$ cat src/rtl/lsu_pkg.sv
// Shared types and decode helpers for the load/store sequencer.
package lsu_pkg;

    typedef enum logic [2:0] {
        LT_B  = 3'b000,
        LT_H  = 3'b001,
        LT_W  = 3'b010,
        LT_BU = 3'b100,
        LT_HU = 3'b101
    } lsu_type_e;

    typedef enum logic [1:0] {
        IDLE,
        REQ0,
        REQ1,
        RESP
    } lsu_state_e;

    // Access size in bytes from the funct3 width bits.
    function automatic logic [2:0] lsu_size(input logic [2:0] ltype);
        case (ltype[1:0])
            2'b00:   return 3'd1;
            2'b01:   return 3'd2;
            default: return 3'd4;
        endcase
    endfunction

    // Width 11 has no meaning here; stores have no unsigned forms.
    function automatic logic lsu_illegal(input logic we, input logic [2:0] ltype);
        return (ltype[1:0] == 2'b11) || (we && ltype[2]) || (ltype == 3'b110);
    endfunction

endpackage

$ cat src/rtl/lsu_mem_ctrl_if.sv
// Core-side request/response bundle and word-memory bus bundle.
interface lsu_core_if;
    logic        lsu_valid;
    logic        lsu_ready;
    logic        lsu_we;
    logic [2:0]  lsu_type;
    logic [31:0] lsu_addr;
    logic [31:0] lsu_wdata;
    logic        lsu_done;
    logic [31:0] lsu_rdata;
    logic        lsu_err;
    logic        lsu_misalign;

    modport master (
        output lsu_valid, lsu_we, lsu_type, lsu_addr, lsu_wdata,
        input  lsu_ready, lsu_done, lsu_rdata, lsu_err, lsu_misalign
    );
    modport slave (
        input  lsu_valid, lsu_we, lsu_type, lsu_addr, lsu_wdata,
        output lsu_ready, lsu_done, lsu_rdata, lsu_err, lsu_misalign
    );
endinterface

interface lsu_mem_if;
    logic        mem_req;
    logic        mem_we;
    logic [31:0] mem_addr;
    logic [3:0]  mem_be;
    logic [31:0] mem_wdata;
    logic        mem_ready;
    logic [31:0] mem_rdata;

    modport master (
        output mem_req, mem_we, mem_addr, mem_be, mem_wdata,
        input  mem_ready, mem_rdata
    );
    modport slave (
        input  mem_req, mem_we, mem_addr, mem_be, mem_wdata,
        output mem_ready, mem_rdata
    );
endinterface

$ cat src/rtl/lsu_load_align.sv
// Shifts the two-word read window down by the byte offset and extends per load type.
module lsu_load_align
    import lsu_pkg::*;
(
    input  logic [63:0] data,
    input  logic [1:0]  off,
    input  logic [2:0]  ltype,
    output logic [31:0] rdata
);
    logic [31:0] raw;

    assign raw = 32'(data >> {off, 3'b000});

    always_comb begin
        rdata = raw;
        case (ltype)
            LT_B:    rdata = {{24{raw[7]}}, raw[7:0]};
            LT_H:    rdata = {{16{raw[15]}}, raw[15:0]};
            LT_BU:   rdata = {24'd0, raw[7:0]};
            LT_HU:   rdata = {16'd0, raw[15:0]};
            default: rdata = raw;
        endcase
    end

endmodule

$ cat src/rtl/lsu_mem_ctrl.sv
// Load/store sequencer: one access at a time onto a word memory with req/ready,
// optional split of word-crossing accesses, per-transaction timeout.
module lsu_mem_ctrl
    import lsu_pkg::*;
#(
    parameter int SPLIT_MISALIGNED = 1,
    parameter int TIMEOUT          = 64,
    parameter int TO_W             = 7
) (
    input  logic      clk,
    input  logic      reset,
    lsu_core_if.slave core,
    lsu_mem_if.master mem
);
    // state | meaning
    // IDLE  | waiting for a request, lsu_ready high
    // REQ0  | first (or only) word transaction on the memory bus
    // REQ1  | upper word of a word-crossing access
    // RESP  | one-cycle done pulse with data / error flags

    localparam logic [TO_W-1:0] TO_LOAD = (TIMEOUT > 0) ? TO_W'(TIMEOUT - 1) : '0;

    lsu_state_e state_q, state_d;

    logic            we_q;
    logic [2:0]      type_q;
    logic [1:0]      off_q;
    logic [29:0]     wa_q;
    logic [7:0]      be8_q;
    logic [63:0]     wd64_q;
    logic            split_q;
    logic [31:0]     lo_q, hi_q;
    logic            err_q, err_d, mis_q, mis_d;
    logic [TO_W-1:0] to_cnt;

    logic        accept, illegal_c, split_c, misrej_c;
    logic        lo_en, hi_en, to_hit, in_req;
    logic [2:0]  size_c;
    logic [7:0]  mask_c, be8_c;
    logic [63:0] wd64_c;
    logic [31:0] ld_data;

    assign size_c    = lsu_size(core.lsu_type);
    assign mask_c    = (8'd1 << size_c) - 8'd1;
    assign be8_c     = mask_c << core.lsu_addr[1:0];
    assign wd64_c    = {32'd0, core.lsu_wdata} << {core.lsu_addr[1:0], 3'b000};
    assign split_c   = |be8_c[7:4];
    assign illegal_c = lsu_illegal(core.lsu_we, core.lsu_type);
    assign misrej_c  = split_c && (SPLIT_MISALIGNED == 0);
    assign accept    = (state_q == IDLE) && core.lsu_valid;
    assign in_req    = (state_q == REQ0) || (state_q == REQ1);
    assign to_hit    = (TIMEOUT > 0) && (to_cnt == '0);

    lsu_load_align u_align (
        .data  ({hi_q, lo_q}),
        .off   (off_q),
        .ltype (type_q),
        .rdata (ld_data)
    );

    always_comb begin
        state_d           = state_q;
        err_d             = err_q;
        mis_d             = mis_q;
        lo_en             = 1'b0;
        hi_en             = 1'b0;
        core.lsu_ready    = 1'b0;
        core.lsu_done     = 1'b0;
        core.lsu_rdata    = '0;
        core.lsu_err      = 1'b0;
        core.lsu_misalign = 1'b0;
        mem.mem_req       = 1'b0;
        mem.mem_we        = 1'b0;
        mem.mem_addr      = '0;
        mem.mem_be        = '0;
        mem.mem_wdata     = '0;
        case (state_q)
            IDLE: begin
                core.lsu_ready = 1'b1;
                if (core.lsu_valid) begin
                    err_d   = illegal_c;
                    mis_d   = !illegal_c && misrej_c;
                    state_d = (illegal_c || misrej_c) ? RESP : REQ0;
                end
            end
            REQ0: begin
                mem.mem_req   = 1'b1;
                mem.mem_we    = we_q;
                mem.mem_addr  = {wa_q, 2'b00};
                mem.mem_be    = be8_q[3:0];
                mem.mem_wdata = wd64_q[31:0];
                if (mem.mem_ready) begin
                    lo_en   = 1'b1;
                    state_d = split_q ? REQ1 : RESP;
                end else if (to_hit) begin
                    err_d   = 1'b1;
                    state_d = RESP;
                end
            end
            REQ1: begin
                mem.mem_req   = 1'b1;
                mem.mem_we    = we_q;
                mem.mem_addr  = {wa_q + 30'd1, 2'b00};
                mem.mem_be    = be8_q[7:4];
                mem.mem_wdata = wd64_q[63:32];
                if (mem.mem_ready) begin
                    hi_en   = 1'b1;
                    state_d = RESP;
                end else if (to_hit) begin
                    err_d   = 1'b1;
                    state_d = RESP;
                end
            end
            RESP: begin
                core.lsu_done     = 1'b1;
                core.lsu_err      = err_q;
                core.lsu_misalign = mis_q;
                core.lsu_rdata    = (err_q || mis_q || we_q) ? '0 : ld_data;
                state_d           = IDLE;
            end
            default: state_d = IDLE;
        endcase
    end

    always_ff @(posedge clk) begin
        if (reset) begin
            state_q <= IDLE;
            we_q    <= 1'b0;
            type_q  <= '0;
            off_q   <= '0;
            wa_q    <= '0;
            be8_q   <= '0;
            wd64_q  <= '0;
            split_q <= 1'b0;
            lo_q    <= '0;
            hi_q    <= '0;
            err_q   <= 1'b0;
            mis_q   <= 1'b0;
            to_cnt  <= '0;
        end else begin
            state_q <= state_d;
            err_q   <= err_d;
            mis_q   <= mis_d;
            if (accept) begin
                we_q    <= core.lsu_we;
                type_q  <= core.lsu_type;
                off_q   <= core.lsu_addr[1:0];
                wa_q    <= core.lsu_addr[31:2];
                be8_q   <= be8_c;
                wd64_q  <= wd64_c;
                split_q <= split_c;
                lo_q    <= '0;
                hi_q    <= '0;
            end
            if (lo_en) lo_q <= mem.mem_rdata;
            if (hi_en) hi_q <= mem.mem_rdata;
            // Reloaded on every entry into a request state, so each word gets its own budget.
            if (state_d != state_q)
                to_cnt <= (state_d == REQ0 || state_d == REQ1) ? TO_LOAD : '0;
            else if (in_req && !mem.mem_ready && to_cnt != '0)
                to_cnt <= to_cnt - TO_W'(1);
        end
    end

endmodule

$ cat src/flat_wrapper.sv
// flat-port wrapper written by rule: the top's interface ports become plain ports
module lsu_mem_ctrl_flat import lsu_pkg::*;
#(
    parameter int SPLIT_MISALIGNED = 1,
    parameter int TIMEOUT          = 64,
    parameter int TO_W             = 7
)
  (clk, reset, core_lsu_valid, core_lsu_we, core_lsu_type, core_lsu_addr, core_lsu_wdata, core_lsu_ready, core_lsu_done, core_lsu_rdata, core_lsu_err, core_lsu_misalign, mem_mem_req, mem_mem_we, mem_mem_addr, mem_mem_be, mem_mem_wdata, mem_mem_ready, mem_mem_rdata);
  lsu_core_if core_i ();
  lsu_mem_if mem_i ();
  input  logic clk;
  input  logic reset;
  input wire logic [$bits(core_i.lsu_valid)-1:0] core_lsu_valid;
  input wire logic [$bits(core_i.lsu_we)-1:0] core_lsu_we;
  input wire logic [$bits(core_i.lsu_type)-1:0] core_lsu_type;
  input wire logic [$bits(core_i.lsu_addr)-1:0] core_lsu_addr;
  input wire logic [$bits(core_i.lsu_wdata)-1:0] core_lsu_wdata;
  output wire logic [$bits(core_i.lsu_ready)-1:0] core_lsu_ready;
  output wire logic [$bits(core_i.lsu_done)-1:0] core_lsu_done;
  output wire logic [$bits(core_i.lsu_rdata)-1:0] core_lsu_rdata;
  output wire logic [$bits(core_i.lsu_err)-1:0] core_lsu_err;
  output wire logic [$bits(core_i.lsu_misalign)-1:0] core_lsu_misalign;
  output wire logic [$bits(mem_i.mem_req)-1:0] mem_mem_req;
  output wire logic [$bits(mem_i.mem_we)-1:0] mem_mem_we;
  output wire logic [$bits(mem_i.mem_addr)-1:0] mem_mem_addr;
  output wire logic [$bits(mem_i.mem_be)-1:0] mem_mem_be;
  output wire logic [$bits(mem_i.mem_wdata)-1:0] mem_mem_wdata;
  input wire logic [$bits(mem_i.mem_ready)-1:0] mem_mem_ready;
  input wire logic [$bits(mem_i.mem_rdata)-1:0] mem_mem_rdata;
  assign core_i.lsu_valid = core_lsu_valid;
  assign core_i.lsu_we = core_lsu_we;
  assign core_i.lsu_type = core_lsu_type;
  assign core_i.lsu_addr = core_lsu_addr;
  assign core_i.lsu_wdata = core_lsu_wdata;
  assign core_lsu_ready = core_i.lsu_ready;
  assign core_lsu_done = core_i.lsu_done;
  assign core_lsu_rdata = core_i.lsu_rdata;
  assign core_lsu_err = core_i.lsu_err;
  assign core_lsu_misalign = core_i.lsu_misalign;
  assign mem_mem_req = mem_i.mem_req;
  assign mem_mem_we = mem_i.mem_we;
  assign mem_mem_addr = mem_i.mem_addr;
  assign mem_mem_be = mem_i.mem_be;
  assign mem_mem_wdata = mem_i.mem_wdata;
  assign mem_i.mem_ready = mem_mem_ready;
  assign mem_i.mem_rdata = mem_mem_rdata;
  lsu_mem_ctrl #(.SPLIT_MISALIGNED(SPLIT_MISALIGNED), .TIMEOUT(TIMEOUT), .TO_W(TO_W)) u_core (.clk(clk), .reset(reset), .core(core_i), .mem(mem_i));
endmodule
$ cat config.mk
export PLATFORM = sky130hd
export DESIGN_NAME = lsu_mem_ctrl_flat
export DESIGN_NICKNAME = d
export VERILOG_FILES = /design/src/rtl/lsu_pkg.sv /design/src/rtl/lsu_mem_ctrl_if.sv /design/src/rtl/lsu_load_align.sv /design/src/rtl/lsu_mem_ctrl.sv /design/src/flat_wrapper.sv
export SDC_FILE = /design/constraint.sdc
export NUM_CORES = 1
export LEC_CHECK = 0
export ABC_AREA = 1
export BUFFER_PORTS_ARGS = -buffer_cell sky130_fd_sc_hd__clkbuf_2
export CELL_PAD_IN_SITES_DETAIL_PLACEMENT = 1
export CELL_PAD_IN_SITES_GLOBAL_PLACEMENT = 1
export CORE_MARGIN = 5
export CORE_UTILIZATION = 38
export CTS_CLUSTER_SIZE = 14
export DETAILED_ROUTE_END_ITERATION = 7
export PLACE_DENSITY_LB_ADDON = 0.05
export SLEW_MARGIN = 30
export SYNTH_ARGS = -nofsm -noshare
export SYNTH_HDL_FRONTEND = slang
export SYNTH_HIERARCHICAL = 1
export SYNTH_SLANG_ARGS = --single-unit
$ cat constraint.sdc
create_clock -name clk -period 4.7 [get_ports clk]
set_input_delay 1.175 -clock clk [delete_from_list [all_inputs] [get_ports clk]]
set_output_delay 1.175 -clock clk [all_outputs]
set_load 0.02 [all_outputs]
After elaboration in Yosys (flattened, before gate mapping)
Cells that the tools add are included.
- register bits: 183
- bits in latches: 0
- RAM bits: 0
- bits in read-only memories: 0
- input bits: 104
- output and inout port bits: 106
- memories kept: 0
- add/sub/neg operators: 3
- $mul: 0
- div/mod/pow operators: 0
- order comparisons: 0
- equal/unequal tests: 15
- shifts and indexed selects: 4
- multiplexer cells: 32
- bitwise gates (word level): 0
- reduce and logical (&&, ||, !) cells: 22
- operators with widths (operator ; number):
    $mux 32 ; 5
    $pmux 32 s2 ; 2
    $pmux 32 s4 ; 1
    $shl 32x5->64 ; 1
    $shr 64x5->32 ; 1
    $add 30x1->30 const B ; 1
    $mux 7 ; 2
    $mux 1 ; 12
    $mux 2 ; 5
    $eq 3x3->1 const B ; 3
    $eq 2x2->1 const B ; 4
    $pmux 2 s4 ; 1
    $pmux 4 s2 ; 1
    $reduce_bool 2->1 ; 4
    $shl 1x3->8 const A ; 1
    $shl 8x2->8 ; 1
    $sub 8x1->8 const B ; 1
    $logic_not 7->1 ; 1
    $reduce_bool 7->1 ; 1
    $sub 7x1->7 const B ; 1
    $eq 2x1->1 const B ; 3
    $mux 6 ; 1
    $pmux 3 s2 ; 1
    $logic_or 1x1->1 ; 5
    other kinds (12) ; 17

Longest topological paths before layout
- word-level depth: 10
- gate-level depth with buffers: 17
- depth with buffers taken out: 16

Hierarchy
The synthesis kept the hierarchy.
- modules (own cells, without submodules) (module ; times used ; cells an instance ; area each (µm²) ; sequential area each (µm²)):
    lsu_mem_ctrl ; 1 ; 1447 ; 9377.7 ; 3503.4
    lsu_load_align ; 1 ; 233 ; 1183.6 ; 0.0

Worst setup path after synthesis
OpenSTA, ideal clock, no wires.
- path kind: register to output
- start: register u_core.state_q[1]
- end: output port mem_mem_addr[11]
- arrival: 2.139 ns
- data required time: 3.525 ns
- path slack: 1.386 ns
- cell stages (with the launch flop): 7
- path buffers: 2
- cells stage by stage: dfxtp_1 > inv_1 > ha_1 > inv_1 > clkbuf_1 > buf_1 > a221oi_1
- cells in the longest elaborated chain, start to end: 2
- RTL lines (element ; line ; RTL):
    start: declaration ; lsu_mem_ctrl.sv:23 ; lsu_state_e state_q, state_d;
    start signal: assignment ; lsu_mem_ctrl.sv:141 ; state_q <= state_d;
    $eq 2x2->1 or $eq 2x1->1 (tied branches) ; lsu_mem_ctrl.sv:77 ; case (state_q)
    $pmux 32 s2 * ; lsu_mem_ctrl.sv:77 ;
    end: declaration ; flat_wrapper.sv:25 ; output wire logic [$bits(mem_i.mem_addr)-1:0] mem_mem_addr;
Mark *: on every way between the ends. The rest lies on a longest branch, timed or not.

Worst setup path in the final report
- start: register u_core.state_q[1]
- end: output port mem_mem_wdata[3]
- cells in the longest elaborated chain, start to end: 2
- RTL lines (element ; line ; RTL):
    $eq 2x2->1 or $eq 2x1->1 (tied branches) ; lsu_mem_ctrl.sv:77 ;
    $pmux 32 s2 * ; lsu_mem_ctrl.sv:77 ;
    end: declaration ; flat_wrapper.sv:27 ; output wire logic [$bits(mem_i.mem_wdata)-1:0] mem_mem_wdata;
Marked as above.

==> flow_summary.ini <==
[clock_network]
root_buffer = clkbuf_16
cts_buffers = 17
clk_latency_ps = 440
clkTransAtPathRegs_ps = 70
htree_levels = 4
cts_buffer_depth = 2
cts_tree = yes
cts_resized = 0
cts.sinks = 167
postCtsHoldBufs = 0
post_cts.repair.setup_buffers = 0

[power]
leakagePower_nw = 5.18
power_mw = 6.43
vdd_drop_max_v = 0.000334
power_density_nw_per_um2 = 537

[die]
die_area_sq_um = 30400
dieWidth_um = 174
ioPinCount = 210
rows = 60
core_area_sq_um = 26800
initial_core_util_pct = 38.4
die_y_um = 174

[synthesis]
syn_inst = 1648
netlist_area_sq_um = 10300
yosysWarnings = 6
syn_area_per_cell_sq_um = 6.24

[routing]
ant_nets = 0
drc = 0
vias = 11600
post_drt_wl_per_cell_um = 19.0
routed_via_density = 5.48
dr.pass1.iters = 5
drt-initial-drc-count = 802
wl_mm = 40.4

[global_route]
grt_max_degree = 100
grt_overflow = 0
grt_usage_pct = 26.0
grt_pass1_wl_mm = 64.4
antenna_found_initial = 3
grt_pass1_vias = 11700

[final_layout]
fin_cells = 2124
fillers = 3651
syn2layout_area_growth_pct = 16.4
multi_input_area_sq_um = 5850
seqCellArea_sq_um = 3340
design_area_sq_um = 12000
final_nets = 1883
drive_gt1_share_pct = 18.5

[place]
portBuffers = 206
dp_hpwl_mm = 28.4
dp_cells = 2091
post_dp_cell_area_sq_um = 11400
routabilityCongestion = 0.886

[worst_setup_path]
r2r.worst_path.cells = 13
cp-startpoint = u_core/state_q[1]
r2r_end = u_core/to_cnt[5]
crit_fanout = 56
r2r-start = u_core/state_q[1]
setup.worst_path.class = reg2out
cp.arrival_ps = 2660
endpoint_kind = output port
cp-endpoint = mem_mem_wdata[3]
startpoint_type = flop
rrSetupSlack_ps = 1460
worst-endpoint-required_ps = 3520

[status]
outcome = finished, final reports clean

[timing]
worstMarginPinSlew_ps = 886
drv_slew = 0
hold_viol = 0
min_period_over_period_pct = 81.6
setup_viol = 0
finClkSkew_ps = 14.7
fmax_mhz = 261
rsz0062_at_grt = false
period_needed_ps = 3840
slew_headroom_pct = 40.9
finalSetupTns_ps = 0

[worst_hold_path]
min_path_type = reg2reg

[job]
maxCapViolCount = 0
-- power breakdown --
group | leakage (nW) | internal, mW | switching (mW)
Sequential | 1.36 | 1.67 | 0.281
Clock | 0.287 | 0.727 | 0.699
Combinational | 3.53 | 0.845 | 2.21
Total | 5.18 | 3.24 | 3.19
-- registers in the layout, indices dropped and copies added (netlist names) --
| signal | count |
|---|---|
| u_core/wa_q | 30 |
| u_core/be8_q | 8 |
| u_core/split_q | 1 |
| u_core/we_q | 1 |
| u_core/to_cnt | 7 |
| u_core/err_q | 1 |
| u_core/lo_q | 32 |
| u_core/type_q | 3 |
| u_core/hi_q | 24 |
| u_core/off_q | 2 |
| u_core/state_q | 2 |
| u_core/wd64_q | 56 |
-- per-stage QoR --
stage                     hold slack (ps)  utilization [%]  setup slack, ps
after global routing                  493             44.6              683
after detailed placement              460             42.5             1360
after CTS                             471             44.6              874
after floorplan                       445                -             1390
after global placement                455             42.4             1160
final                                 469             44.6              864
-- worst max-delay path, cell delays in order (launching register included) --
cell	delay (ps)
dfxtp_1	550
inv_1	170
ha_1	580
inv_4	340
a21oi_1	350
clkbuf_2	230
-- metal layers --
metal	up-vias	share of wire, %	track usage (%)
met3	46	5.5	4.33
met1	5644	46	35.9
met4	4	1.9	6.60
li1	5633	-	-
met5	-	0.067	0
met2	310	46	42.2
-- cell usage in the layout (no fill, tap or decap), types with 12 or more instances in the layout --
cell type	n
nor2_1	135
clkbuf_16	17
dfxtp_1	167
nand3_1	243
nand2_2	12
buf_4	19
nand3_2	15
nand2_1	427
clkbuf_2	205
o21ai_0	82
inv_1	136
nor3_1	12
a21oi_1	172
-- final cells by class --
class / count / area share [%]
Multi-Input combinational cell: 1208 / 48.9
Sequential cell: 167 / 27.9
Timing Repair Buffer: 226 / 9.96
Inverter: 149 / 4.70
Clock buffer: 18 / 3.67
Tap cell: 341 / 3.57
Clock inverter: 14 / 1.20
Antenna cell: 1 / 0.0209
-- how the worst min path moves through the flow --
stage / startpoint / end / slack, ps / depth (start not counted)
after floorplan: u_core/wd64_q[0] / u_core/wd64_q[0] / 450 / 2
after global placement: u_core/wd64_q[13] / u_core/wd64_q[13] / 450 / 2
after detailed placement: u_core/be8_q[0] / u_core/be8_q[0] / 460 / 2
after CTS: u_core/wd64_q[4] / u_core/wd64_q[4] / 470 / 2
after global routing: u_core/be8_q[0] / u_core/be8_q[0] / 490 / 2
final: u_core/wd64_q[4] / u_core/wd64_q[4] / 470 / 2
(Power assumes the default switching activity.)
